<file path="src/rtl/control_unit.sv">
// Multi-cycle instruction sequencer: fetch/decode/regread/execute/memory/writeback,
// with memory-ready handshake, sticky timeout fault and halt/resume.
module control_unit #(
  parameter logic [3:0]  OP_LOAD     = 4'h8,
  parameter logic [3:0]  OP_STORE    = 4'h9,
  parameter logic [3:0]  OP_JMP      = 4'hC,
  parameter logic [3:0]  OP_NOP      = 4'h0,
  parameter int unsigned MEM_TIMEOUT = 15,
  parameter int unsigned WAIT_W      = 4
) (
  input  logic        I_clk,
  input  logic        I_reset,
  input  logic [3:0]  I_opcode,
  input  logic        I_mem_ready,
  input  logic        I_branch_taken,
  input  logic        I_halt_req,
  input  logic        I_resume,
  output logic        O_fetch_en,
  output logic        O_decoder_en,
  output logic        O_regfile_en,
  output logic        O_alu_en,
  output logic        O_mem_en,
  output logic        O_mem_we,
  output logic        O_regfile_we,
  output logic [1:0]  O_pc_op,
  output logic [2:0]  O_state,
  output logic        O_fault,
  output logic [15:0] O_retired
);

  typedef enum logic [2:0] {
    S_FETCH     = 3'd0,
    S_DECODE    = 3'd1,
    S_REGREAD   = 3'd2,
    S_EXECUTE   = 3'd3,
    S_MEMORY    = 3'd4,
    S_WRITEBACK = 3'd5,
    S_HALT      = 3'd6,
    S_FAULT     = 3'd7
  } state_t;

  state_t              state_q, state_d;
  logic [3:0]          op_q;
  logic                taken_q;
  logic [WAIT_W-1:0]   wait_q;
  logic [15:0]         retired_q;
  logic                mem_phase;
  logic                timeout;
  logic                is_mem_op;

  assign mem_phase = (state_q == S_FETCH) || (state_q == S_MEMORY);
  assign timeout   = (wait_q == WAIT_W'(MEM_TIMEOUT));
  assign is_mem_op = (op_q == OP_LOAD) || (op_q == OP_STORE);

  always_comb begin
    state_d = state_q;
    case (state_q)
      S_FETCH:     if (I_mem_ready) state_d = S_DECODE;
                   else if (timeout) state_d = S_FAULT;
      S_DECODE:    state_d = S_REGREAD;
      S_REGREAD:   state_d = S_EXECUTE;
      S_EXECUTE:   state_d = is_mem_op ? S_MEMORY : S_WRITEBACK;
      S_MEMORY:    if (I_mem_ready) state_d = S_WRITEBACK;
                   else if (timeout) state_d = S_FAULT;
      S_WRITEBACK: state_d = I_halt_req ? S_HALT : S_FETCH;
      S_HALT:      if (I_resume) state_d = S_FETCH;
      S_FAULT:     state_d = S_FAULT;
      default:     state_d = S_FETCH;
    endcase
  end

  // Every output is a decode of registered state only, so a reset drops them at once.
  always_comb begin
    O_fetch_en   = 1'b0;
    O_decoder_en = 1'b0;
    O_regfile_en = 1'b0;
    O_alu_en     = 1'b0;
    O_mem_en     = 1'b0;
    O_mem_we     = 1'b0;
    O_regfile_we = 1'b0;
    O_pc_op      = 2'd0;
    O_fault      = 1'b0;
    case (state_q)
      S_FETCH: begin
        O_fetch_en = 1'b1;
        O_mem_en   = 1'b1;
      end
      S_DECODE:  O_decoder_en = 1'b1;
      S_REGREAD: O_regfile_en = 1'b1;
      S_EXECUTE: O_alu_en     = 1'b1;
      S_MEMORY: begin
        O_mem_en = 1'b1;
        O_mem_we = (op_q == OP_STORE);
      end
      S_WRITEBACK: begin
        O_regfile_we = !((op_q == OP_STORE) || (op_q == OP_JMP) || (op_q == OP_NOP));
        O_pc_op      = taken_q ? 2'd2 : 2'd1;
      end
      S_FAULT: O_fault = 1'b1;
      default: ;
    endcase
  end

  always_ff @(posedge I_clk or negedge I_reset) begin
    if (!I_reset) begin
      state_q   <= S_FETCH;
      op_q      <= '0;
      taken_q   <= 1'b0;
      wait_q    <= '0;
      retired_q <= '0;
    end else begin
      state_q <= state_d;
      if (state_d != state_q)
        wait_q <= '0;
      else if (mem_phase && !I_mem_ready)
        wait_q <= wait_q + 1'b1;
      if (state_q == S_REGREAD)
        op_q <= I_opcode;
      if (state_q == S_EXECUTE)
        taken_q <= (op_q == OP_JMP) && I_branch_taken;
      if (state_q == S_WRITEBACK)
        retired_q <= retired_q + 16'd1;
    end
  end

  assign O_state   = state_q;
  assign O_retired = retired_q;

endmodule

</file>
<file path="config.mk">
export PLATFORM = sky130hd
export DESIGN_NAME = control_unit
export DESIGN_NICKNAME = d
export VERILOG_FILES = /design/src/rtl/control_unit.sv
export SDC_FILE = /design/constraint.sdc
export NUM_CORES = 1
export LEC_CHECK = 0
export CELL_PAD_IN_SITES_DETAIL_PLACEMENT = 0
export CELL_PAD_IN_SITES_GLOBAL_PLACEMENT = 2
export CORE_ASPECT_RATIO = 2
export CORE_MARGIN = 2
export CORE_UTILIZATION = 29
export CTS_CLUSTER_SIZE = 12
export DETAILED_ROUTE_END_ITERATION = 6
export GPL_TIMING_DRIVEN = 0
export PLACE_DENSITY = 0.82
export SLEW_MARGIN = 20
export SYNTH_ARGS = -nofsm -noshare
export SYNTH_HDL_FRONTEND = slang
export SYNTH_SLANG_ARGS = --single-unit
</file>
<file path="constraint.sdc">
create_clock -name I_clk -period 1.5 [get_ports I_clk]
set_input_delay 0.225 -clock I_clk [delete_from_list [all_inputs] [get_ports I_clk]]
set_output_delay 0.225 -clock I_clk [all_outputs]
set_load 0.005 [all_outputs]
</file>
==> results of run 1 <==
==> logic make-up (layout without fill, tap and decap cells) <==
kind of cell               count (synthesis)  in the layout
AOI/OAI and AO/OA                         14             14
xor gates and xnor gates                  19             19
adders and majority gates                  2              2
buffers and inverters                      8             85
DFF                                       28             28
muxes                                      5              5
and+or+nand+nor                           58             58
==> power by group <==
group | switching (mW) | internal [mW]
combinational | 0.970 | 1.25
clock | 0.247 | 0.236
sequential | 0.205 | 0.950
total | 1.42 | 2.44
==> flip-flops by register name, indices dropped and copies added, names as in the netlist <==
register   flops
O_retired     16
O_state        3
op_q           4
taken_q        1
wait_q         4
==> stage by stage <==
step	power [mW]	hold slack [ns]
2_1_floorplan	1.785	-0.07059
3_3_place_gp	2.391	0.4604
3_5_place_dp	2.417	0.2862
4_1_cts	3.572	0.4887
5_1_grt	4.093	0.5152
6_report	3.860	0.4827
==> how the worst max path moves through the flow <==
stage	start	endpoint	slack (ns)
6_report	O_state[2]	O_regfile_en	-0.1
5_1_grt	O_state[2]	O_regfile_en	-0.16
4_1_cts	O_state[0]	O_pc_op[1]	-0.22
3_5_place_dp	O_state[0]	O_pc_op[1]	-0.51
3_3_place_gp	O_state[0]	O_pc_op[1]	-0.51
2_1_floorplan	O_state[2]	op_q[0]	0.07
==> final cells by class <==
class,instances,area share
Buffer,3,0.01270
Clock buffer,4,0.02328
Inverter,5,0.008995
Multi-Input combinational cell,98,0.3593
Sequential cell,28,0.3000
Tap cell,55,0.02910
Timing Repair Buffer,73,0.2667
==> routing by layer <==
metal / global-route usage / wire, um
met5: 0 / 0
met4: 0.07101 / 87
met2: 0.2837 / 2354
met1: 0.1665 / 1537
met3: 0.01917 / 164
==> cell usage after synthesis <==
library cell and instances:
a211oi_1 1, a21oi_1 8, a31oi_1 1, and2_1 2, and4_1 4, and4b_2 1, buf_1 1, buf_2 2
dfrtp_1 28, ha_1 2, inv_1 5, mux2_2 5, nand2_1 15, nand2b_1 4, nand3_1 5, nand4_1 3
nand4_2 1, nor2_1 11, nor2b_1 1, nor3_1 8, nor3b_2 1, nor4_2 1, o21a_1 1, o22ai_1 1
o32ai_1 1, o41ai_1 1, or3_1 1, xnor2_1 10, xor2_1 9
==> timing repair <==
action	CTS	global route
pin swaps	13	16
buffers inserted	20	14
resized for setup	75	29
hold buffers	1	0
setup endpoints to repair	29	34
hold endpoints to repair	28	0
==> results.tsv, run 1 <==
stage	metric	value	unit
status	outcome	finished, violations left	
status	violations	negative setup slack	
clock_network	cts-buffers-inserted	3	
layout	fin_area	0.002365	mm2
place	detailed_place_hpwl	2602	um
logic_synthesis	synth_xor_xnor_area_share	0.1205	
logic_synthesis	yosys.area.top_type_share	0.5072	
layout	antenna_cells	0	
drt	routed_via_density	4.921	
drt	first_iter_violations	19	
clock_network	cts_tree	done	
worst_setup_path	cp_max_fo	5	
logic_synthesis	synth_area_leaders	dfrtp_1 51%, xnor2_1 6.3%, xor2_1 5.7%	
flow_run	max_cap_viol_count	0	
layout	layout.cells.non_filler	266	
logic_synthesis	synth.distinct_cells	29	
logic_synthesis	muxShareOfSynthArea	0.04076	
layout	final_common_cell	buf_4	
pwr	powerDensity	1632	mW/mm2
floorplanning	core	0.004598	mm2
place	dp.cells	227	
logic_synthesis	synth_simple_gate_area_share	0.2283	
pwr	leakage	1.137	nW
worst_setup_path	reg2reg_to	O_retired[10]	
drt	first_pass_iters	4	
min_path	hold_end	O_retired[15]	
timing	clock_skew	0.002599	ns
timing	tightest_slew	0.6421	ns
clock_network	clk_pin_slew_worst_paths	0.10	ns
timing	slew_viol_final	0	
global_route	grt_pass1_wl	6216	um
layout	register_area	709.4	um2
floorplanning	chipHeight	101.6	um
worst_setup_path	crit_family	flip-flops	
timing	fmax	625.3	MHz
place	port_buffers	38	
logic_synthesis	synthAdderAreaFrac	0.01812	
logic_synthesis	synth-seq-cells	28	
global_route	grt_max_degree	29	
logic_synthesis	synth.net_count	146	
timing	postLayoutSetupSlackWorst	-0.09936	ns
floorplanning	die_area	0.005364	mm2
timing	hold_viol	0	
worst_setup_path	crit_chain	buf_6 -> buf_8 -> nor3b_4 -> buf_2	
timing	rsz0062_at_grt	true	
worst_setup_path	setup.worst_path.class	reg2out	
worst_setup_path	worst-path-stages	4	
layout	drive_gt1_frac	0.4313	
worst_setup_path	cp.arrival	1.37	ns
clock_network	htree_levels	1	
timing	final.setup.tns	-0.6925	ns
worst_setup_path	cp_slowest_stage_delay	0.48	ns
worst_setup_path	path_buf_inv	3	
worst_setup_path	endpoint_kind	primary output	
worst_setup_path	startpoint_type	flop	
floorplanning	row_count	35	
drt	num_vias	1309	
worst_setup_path	r2r_setup_slack	-0.06	ns
logic_synthesis	seq_area_frac_synth	0.5072	
global_route	grt_overflow	0	
timing	finalSetupViolations	17	
layout	layout_common_cells	27 x buf_4, 23 x clkdlybuf4s50_1, 21 x dfrtp_1, 13 x nand2_1	
min_path	hp-start	O_retired[15]	
clock_network	cts_buffer_depth	2	
place	placed_cell_area	0.001826	mm2
pwr	irDropWorstVdd	0.001116	V
clock_network	clk_latency	0.28	ns
logic_synthesis	netlist_area	0.001381	mm2
global_route	grt.total_usage	0.1540	
logic_synthesis	ys.warnings.count	0	
logic_synthesis	synth_top_cell_by_area	dfrtp_1	
layout	fin_nets	224	
global_route	grt_pass1_vias	1348	
logic_synthesis	synth_cells	134	
layout	post-route-util	0.5143	
drt	remaining_drc_errors	0	
logic_synthesis	syn_avg_cell_area	10.31	um2
place	place_ws	-0.5070	ns
drt	drt_wl_total	4144	um
clock_network	root_buffer	clkbuf_8	
layout	multi_input_area	849.6	um2
layout	fill_cells	431	
worst_setup_path	rr_worst_depth	7	
drt	ant_nets	0	
global_route	antenna_found_initial	0	
min_path	whs_path_depth	1	
floorplanning	io_pins	39	
worst_setup_path	critical_path_required	1.27	ns
min_path	min_path_type	reg2reg	
timing	relSlewSlack	0.5719	
floorplanning	die_w	52.80	um
place	globalplace.congestion	0.7373	
layout	syn2layout_area_growth	71.20	%
floorplanning	initial_core_util	0.3004	
logic_synthesis	synth_top_family_by_area	simple AND/OR/NAND/NOR gates	
logic_synthesis	synth_compound_area_frac	0.06159	
clock_network	clock_sinks	28	
timing	finalCritPeriodShare	1.066	
drt	routedWlPerCell	15.58	um
timing	min_period	1.599	ns
worst_setup_path	rr_startpoint	O_state[0]	
worst_setup_path	slowest_stage	dfrtp_2	
Note: power is estimated with default switching activity, not from simulation.
==> inputs of run 2 (changes only) <==
- CORE_UTILIZATION: 29 -> 31
- CTS_CLUSTER_SIZE: 12 -> 20
- PLACE_DENSITY: 0.82 -> 0.87
- clock period: 1.5 -> 1.95 ns (I/O delays scaled with it)
==> run 2 against run 1 <==
Effect of this change: the flow now finishes without violations; register-to-register slack improved by 0.36 ns; via count shrank 9.3%; clock-buffer cell count stayed put; hold slack worse by 0.46 ns; global-route usage fell by 0.21 points; critical endpoint is now O_regfile_we; largest power group unchanged.
==> results.tsv, run 2 (synthesis gave the netlist of run 1 again) <==
stage	metric	value	unit	change
floorplanning	io_pins	39		unchanged
status	outcome	finished, final reports clean		
worst_setup_path	cp_slowest_stage_delay	0.49	ns	about the same
clock_network	root_buffer	clkbuf_8		
layout	fill_cells	413		-4.2%
layout	fin_nets	200		-11%
clock_network	cts-buffers-inserted	3		unchanged
worst_setup_path	cp.arrival	1.63	ns	+0.26 ns
drt	drt_wl_total	3522	um	-15%
timing	clock_skew	0.005746	ns	+0.003147 ns
clock_network	holdBufCountCts	0		-1
place	place_ws	-0.1377	ns	+0.3693 ns
global_route	grt_pass1_vias	1283		-4.8%
layout	register_area	703.2	um2	-0.88%
worst_setup_path	startpoint_type	flop		
timing	finalSetupViolations	0		-17
drt	num_vias	1187		-9.3%
timing	rsz0062_at_grt	true		
timing	min_period	1.922	ns	
floorplanning	initial_core_util	0.3215		+0.02108
worst_setup_path	endpoint_kind	primary output		
clock_network	cts_tree	done		
place	detailed_place_hpwl	2621	um	+0.72%
pwr	finalPower	2.488	mW	-36%
floorplanning	chipHeight	98.40	um	-3.1%
drt	first_iter_violations	25		+6
clock_network	clock_sinks	28		unchanged
layout	fin_area	0.002014	mm2	-15%
min_path	min_path_type	in2async		
layout	drive_gt1_frac	0.1818		-0.2495
pwr	leakage	0.9404	nW	-17%
layout	layout_common_cells	31 x clkdlybuf4s50_1, 26 x dfrtp_1, 14 x nand2_1, 12 x buf_4, 10 x xnor2_1		
clock_network	htree_levels	1		unchanged
drt	routedWlPerCell	14.61	um	-6.2%
timing	finalCritPeriodShare	0.9854		
global_route	grt_pass1_wl	5940	um	-4.4%
global_route	antenna_found_initial	0		unchanged
worst_setup_path	crit_start	O_state[1]		
clock_network	clk_latency	0.28	ns	about the same
timing	relSlewSlack	0.5915		+0.01953
layout	antenna_cells	0		unchanged
worst_setup_path	slowest_stage	clkdlybuf4s50_1		
timing	hold_viol	0		unchanged
place	dp.cells	226		-0.44%
global_route	grt.total_usage	0.1519		-0.002081
worst_setup_path	crit_family	buffers and inverters		
drt	remaining_drc_errors	0		unchanged
layout	layout.cells.non_filler	241		-9.4%
pwr	irDropWorstVdd	0.0007419	V	-34%
layout	largest_register_ffs	16		unchanged
place	port_buffers	38		unchanged
timing	tightest_slew	0.6081	ns	-0.03397 ns
drt	ant_nets	0		unchanged
pwr	powerDensity	1235	mW/mm2	-24%
place	globalplace.congestion	0.7437		+0.87%
place	placed_cell_area	0.001824	mm2	about the same
floorplanning	core	0.004297	mm2	-6.6%
clock_network	cts_buffer_depth	2		unchanged
flow_run	max_cap_viol_count	0		unchanged
timing	fmax	520.4	MHz	
worst_setup_path	cp_max_fo	7		+2
floorplanning	row_count	34		-2.9%
clock_network	clk_pin_slew_worst_paths	0.10	ns	about the same
timing	slew_viol_final	0		unchanged
layout	post-route-util	0.4688		-0.04545
floorplanning	die_area	0.005038	mm2	-6.1%
drt	first_pass_iters	4		unchanged
floorplanning	die_w	51.20	um	-3.0%
global_route	grt_max_degree	29		unchanged
worst_setup_path	critical_path_required	1.66	ns	+0.39 ns
layout	syn2layout_area_growth	45.83	%	
drt	routed_via_density	4.925		about the same
worst_setup_path	path_buf_inv	2		-1
worst_setup_path	crit_chain	buf_4 -> nor2_4 -> o21a_1 -> clkdlybuf4s50_1		
worst_setup_path	rr_startpoint	O_state[1]		
global_route	grt_overflow	0		unchanged
layout	multi_input_area	674.4	um2	-21%
timing	postLayoutSetupSlackWorst	0.02844	ns	+0.1278 ns
worst_setup_path	setup.worst_path.class	reg2out		
layout	final_common_cell	clkdlybuf4s50_1		
==> run 2: cell type report <==
type                    count  area share
inverters                   5    0.009317
clock buffers               4     0.02733
flip-flops and latches     28      0.3491
well taps                  54     0.03354
multi-input cells          98      0.3348
plain buffers               3     0.01491
repair buffers             49      0.2311
==> run 2: path summary, 6_finish.rpt <==
path                                  to  slack, ns  depth (start not counted)
setup / recovery            O_regfile_we       0.03                          4
hold / removal             O_retired[13]       0.02                          1
setup reg to reg           O_retired[15]       0.30                          5
hold reg to reg            O_retired[15]       0.48                          1
max in group asynchronous     O_state[2]       1.50                          1
min in group I_clk         O_retired[15]       0.48                          1
==> run 2: where the power goes <==
group	total (mW)	internal (mW)	switching [mW]
clock	0.361	0.181	0.180
combinational	1.23	0.690	0.543
sequential	0.894	0.722	0.172
total	2.49	1.59	0.896
==> run 2: routing by layer <==
metal	global-route usage	share of wire	vias up
met3	0.01529	0.043	4
met4	0.04158	0.014	0
li1	-	-	565
met5	0	0	-
met1	0.1647	0.36	580
met2	0.2947	0.58	38
==> run 2: through the flow <==
step / TNS (ns) / hold WS (ns)
CTS: -0.02212 / 0.04935
floorplan: 0 / -0.003091
global route: -0.1155 / 0.07509
detailed placement: -0.2846 / 0.3530
global placement: -0.2664 / 0.4591
finish: 0 / 0.02057
==> run 2: timing repair <==
action / 4_1_cts / 5_1_grt
gates resized for setup: 14 / 7
setup endpoints to repair: 10 / 7
pin swaps: 3 / 1
buffers inserted: 10 / 1
==> inputs of run 3 (changes only) <==
- CORE_UTILIZATION: 31 -> 29
- PLACE_DENSITY: 0.87 -> 0.82
- clock period: 1.95 -> 2.04 ns (I/O delays scaled with it)
==> run 3 against run 2 <==
Effect of this change: setup slack better by 0.077 ns; total power shrank 9.0%; routed wire length down 5.8%; critical endpoint is now O_alu_en.
==> results.tsv, run 3 (synthesis gave the netlist of run 1 again) <==
stage	metric	value	unit	change
status	outcome	finished, final reports clean		
clock_network	root_buffer	clkbuf_8		
floorplanning	row_count	35		+2.9%
global_route	grt_overflow	0		unchanged
place	place_ws	-0.04796	ns	+0.08972 ns
layout	largest_register_ffs	16		unchanged
clock_network	cts_tree	done		
layout	antenna_cells	0		unchanged
worst_setup_path	startpoint_type	flop		
floorplanning	core	0.004598	mm2	+7.0%
layout	fill_cells	457		+11%
drt	remaining_drc_errors	0		unchanged
worst_setup_path	cp_max_fo	4		-3
drt	first_iter_violations	3		-88%
worst_setup_path	critical_path_required	1.73	ns	+0.07 ns
clock_network	clock_sinks	28		unchanged
floorplanning	die_w	52.80	um	+3.1%
timing	rsz0062_at_grt	false		
place	globalplace.congestion	0.7373		-0.86%
floorplanning	die_area	0.005364	mm2	+6.5%
timing	relSlewSlack	0.5805		-0.01098
clock_network	clk_pin_slew_worst_paths	0.09	ns	about the same
clock_network	cts-buffers-inserted	3		unchanged
pwr	irDropWorstVdd	0.0008923	V	+20%
layout	final_common_cell	clkdlybuf4s50_1		
global_route	grt_max_degree	29		unchanged
floorplanning	io_pins	39		unchanged
min_path	min_path_type	in2async		
timing	final.setup.tns	0	ns	unchanged
clock_network	htree_levels	1		unchanged
timing	hold_slack	0.03680	ns	+0.01623 ns
pwr	leakage	0.9079	nW	-3.5%
clock_network	cts_buffer_depth	2		unchanged
global_route	grt.total_usage	0.1391		-0.01274
timing	finalCritPeriodShare	0.9482		
layout	syn2layout_area_growth	42.84	%	
pwr	powerDensity	1148	mW/mm2	-7.1%
flow_run	max_cap_viol_count	0		unchanged
layout	layout_common_cells	32 x clkdlybuf4s50_1, 26 x dfrtp_1, 13 x nand2_1, 10 x xnor2_1		
global_route	antenna_found_initial	0		unchanged
drt	drt_wl_total	3318	um	-5.8%
timing	min_period	1.934	ns	
worst_setup_path	cp.arrival	1.63	ns	about the same
timing	slew_viol_final	0		unchanged
layout	post-route-util	0.4291		-0.03973
floorplanning	chipHeight	101.6	um	+3.3%
clock_network	clk_latency	0.27	ns	about the same
floorplanning	initial_core_util	0.3004		-0.02108
layout	fin_nets	195		-2.5%
drt	routed_via_density	4.928		about the same
layout	drive_gt1_frac	0.1648		-0.01698
global_route	grt_pass1_vias	1253		-2.3%
drt	ant_nets	0		unchanged
timing	postLayoutSetupSlackWorst	0.1056	ns	+0.07721 ns
timing	finalSetupViolations	0		unchanged
timing	clock_skew	0.001681	ns	-0.004065 ns
worst_setup_path	endpoint_kind	primary output		
drt	first_pass_iters	2		-2
drt	num_vias	1168		-1.6%
timing	tightest_slew	0.6293	ns	+0.02115 ns
timing	fmax	517.0	MHz	
drt	routedWlPerCell	14.00	um	-4.2%
place	detailed_place_hpwl	2602	um	-0.72%
worst_setup_path	setup.worst_path.class	reg2out		
place	port_buffers	38		unchanged
global_route	grt_pass1_wl	5699	um	-4.1%
timing	hold_viol	0		unchanged
-- run 3: cell types whose count changed in the layout (fill, tap and decap cells not counted), sizes merged --
cell           previous run  this run
buf                      15        10
clkdlybuf4s50            31        32
dlygate4sd2               2         1
-- run 3: critical path: stages, from the launching register on --
cell and delay (ns):
dfrtp_1 0.39, buf_4 0.14, nor2b_2 0.17, nand2_2 0.10
inv_1 0.07, clkdlybuf4s50_1 0.50
-- run 3: layout make-up --
type / instances / area [um2] / area share
tap: 55 / 68.82 / 0.03488
sequential: 28 / 703.2 / 0.3564
inverter: 5 / 18.77 / 0.009512
timing repair buffer: 44 / 429.2 / 0.2175
multi-input combinational: 98 / 671.9 / 0.3405
buffer: 3 / 26.28 / 0.01332
clock buffer: 4 / 55.05 / 0.02790
-- run 3: power breakdown --
group	switching [mW]	internal, mW	total, mW
sequential	0.168	0.689	0.858
combinational	0.466	0.595	1.06
clock	0.173	0.173	0.346
total	0.807	1.46	2.26
-- run 3: metrics by stage --
step | power, mW | instance area (um2) | std cells
after floorplan | 1.313 | 1381 | 134
after global placement | 1.758 | 1831 | 227
after detailed placement | 1.777 | 1826 | 227
after CTS | 2.267 | 1942 | 235
after global routing | 2.432 | 1973 | 237
final | 2.265 | 1973 | 237
-- run 3: timing repair --
action | 4_1_cts | 5_1_grt
setup buffers | 4 | 2
pin swaps | 2 | 3
gates resized for setup | 12 | 7
hold buffers | 0 | 0
endpoints found under the setup margin | 8 | 6
-- run 3: metal layers --
layer,wire [um],GRT usage,up-vias
met1,1322,0.1551,559
met3,153,0.01917,6
met5,0,0,-
met2,1781,0.2567,36
met4,61,0.05128,0
li1,-,-,567
-- run 3: path summary, 6_finish.rpt --
| kind | start | endpoint | slack (ns) | cells past startpoint |
|---|---|---|---|---|
| worst max register to register | O_state[1] | O_retired[15] | 0.41 | 5 |
| worst min register to register | O_retired[15] | O_retired[15] | 0.48 | 1 |
| max in group asynchronous | I_reset | O_state[2] | 1.55 | 1 |
| worst max-delay path | O_state[0] | O_alu_en | 0.11 | 5 |
| worst min-delay path | I_reset | O_retired[12] | 0.04 | 1 |
| min in group I_clk | O_retired[15] | O_retired[15] | 0.48 | 1 |
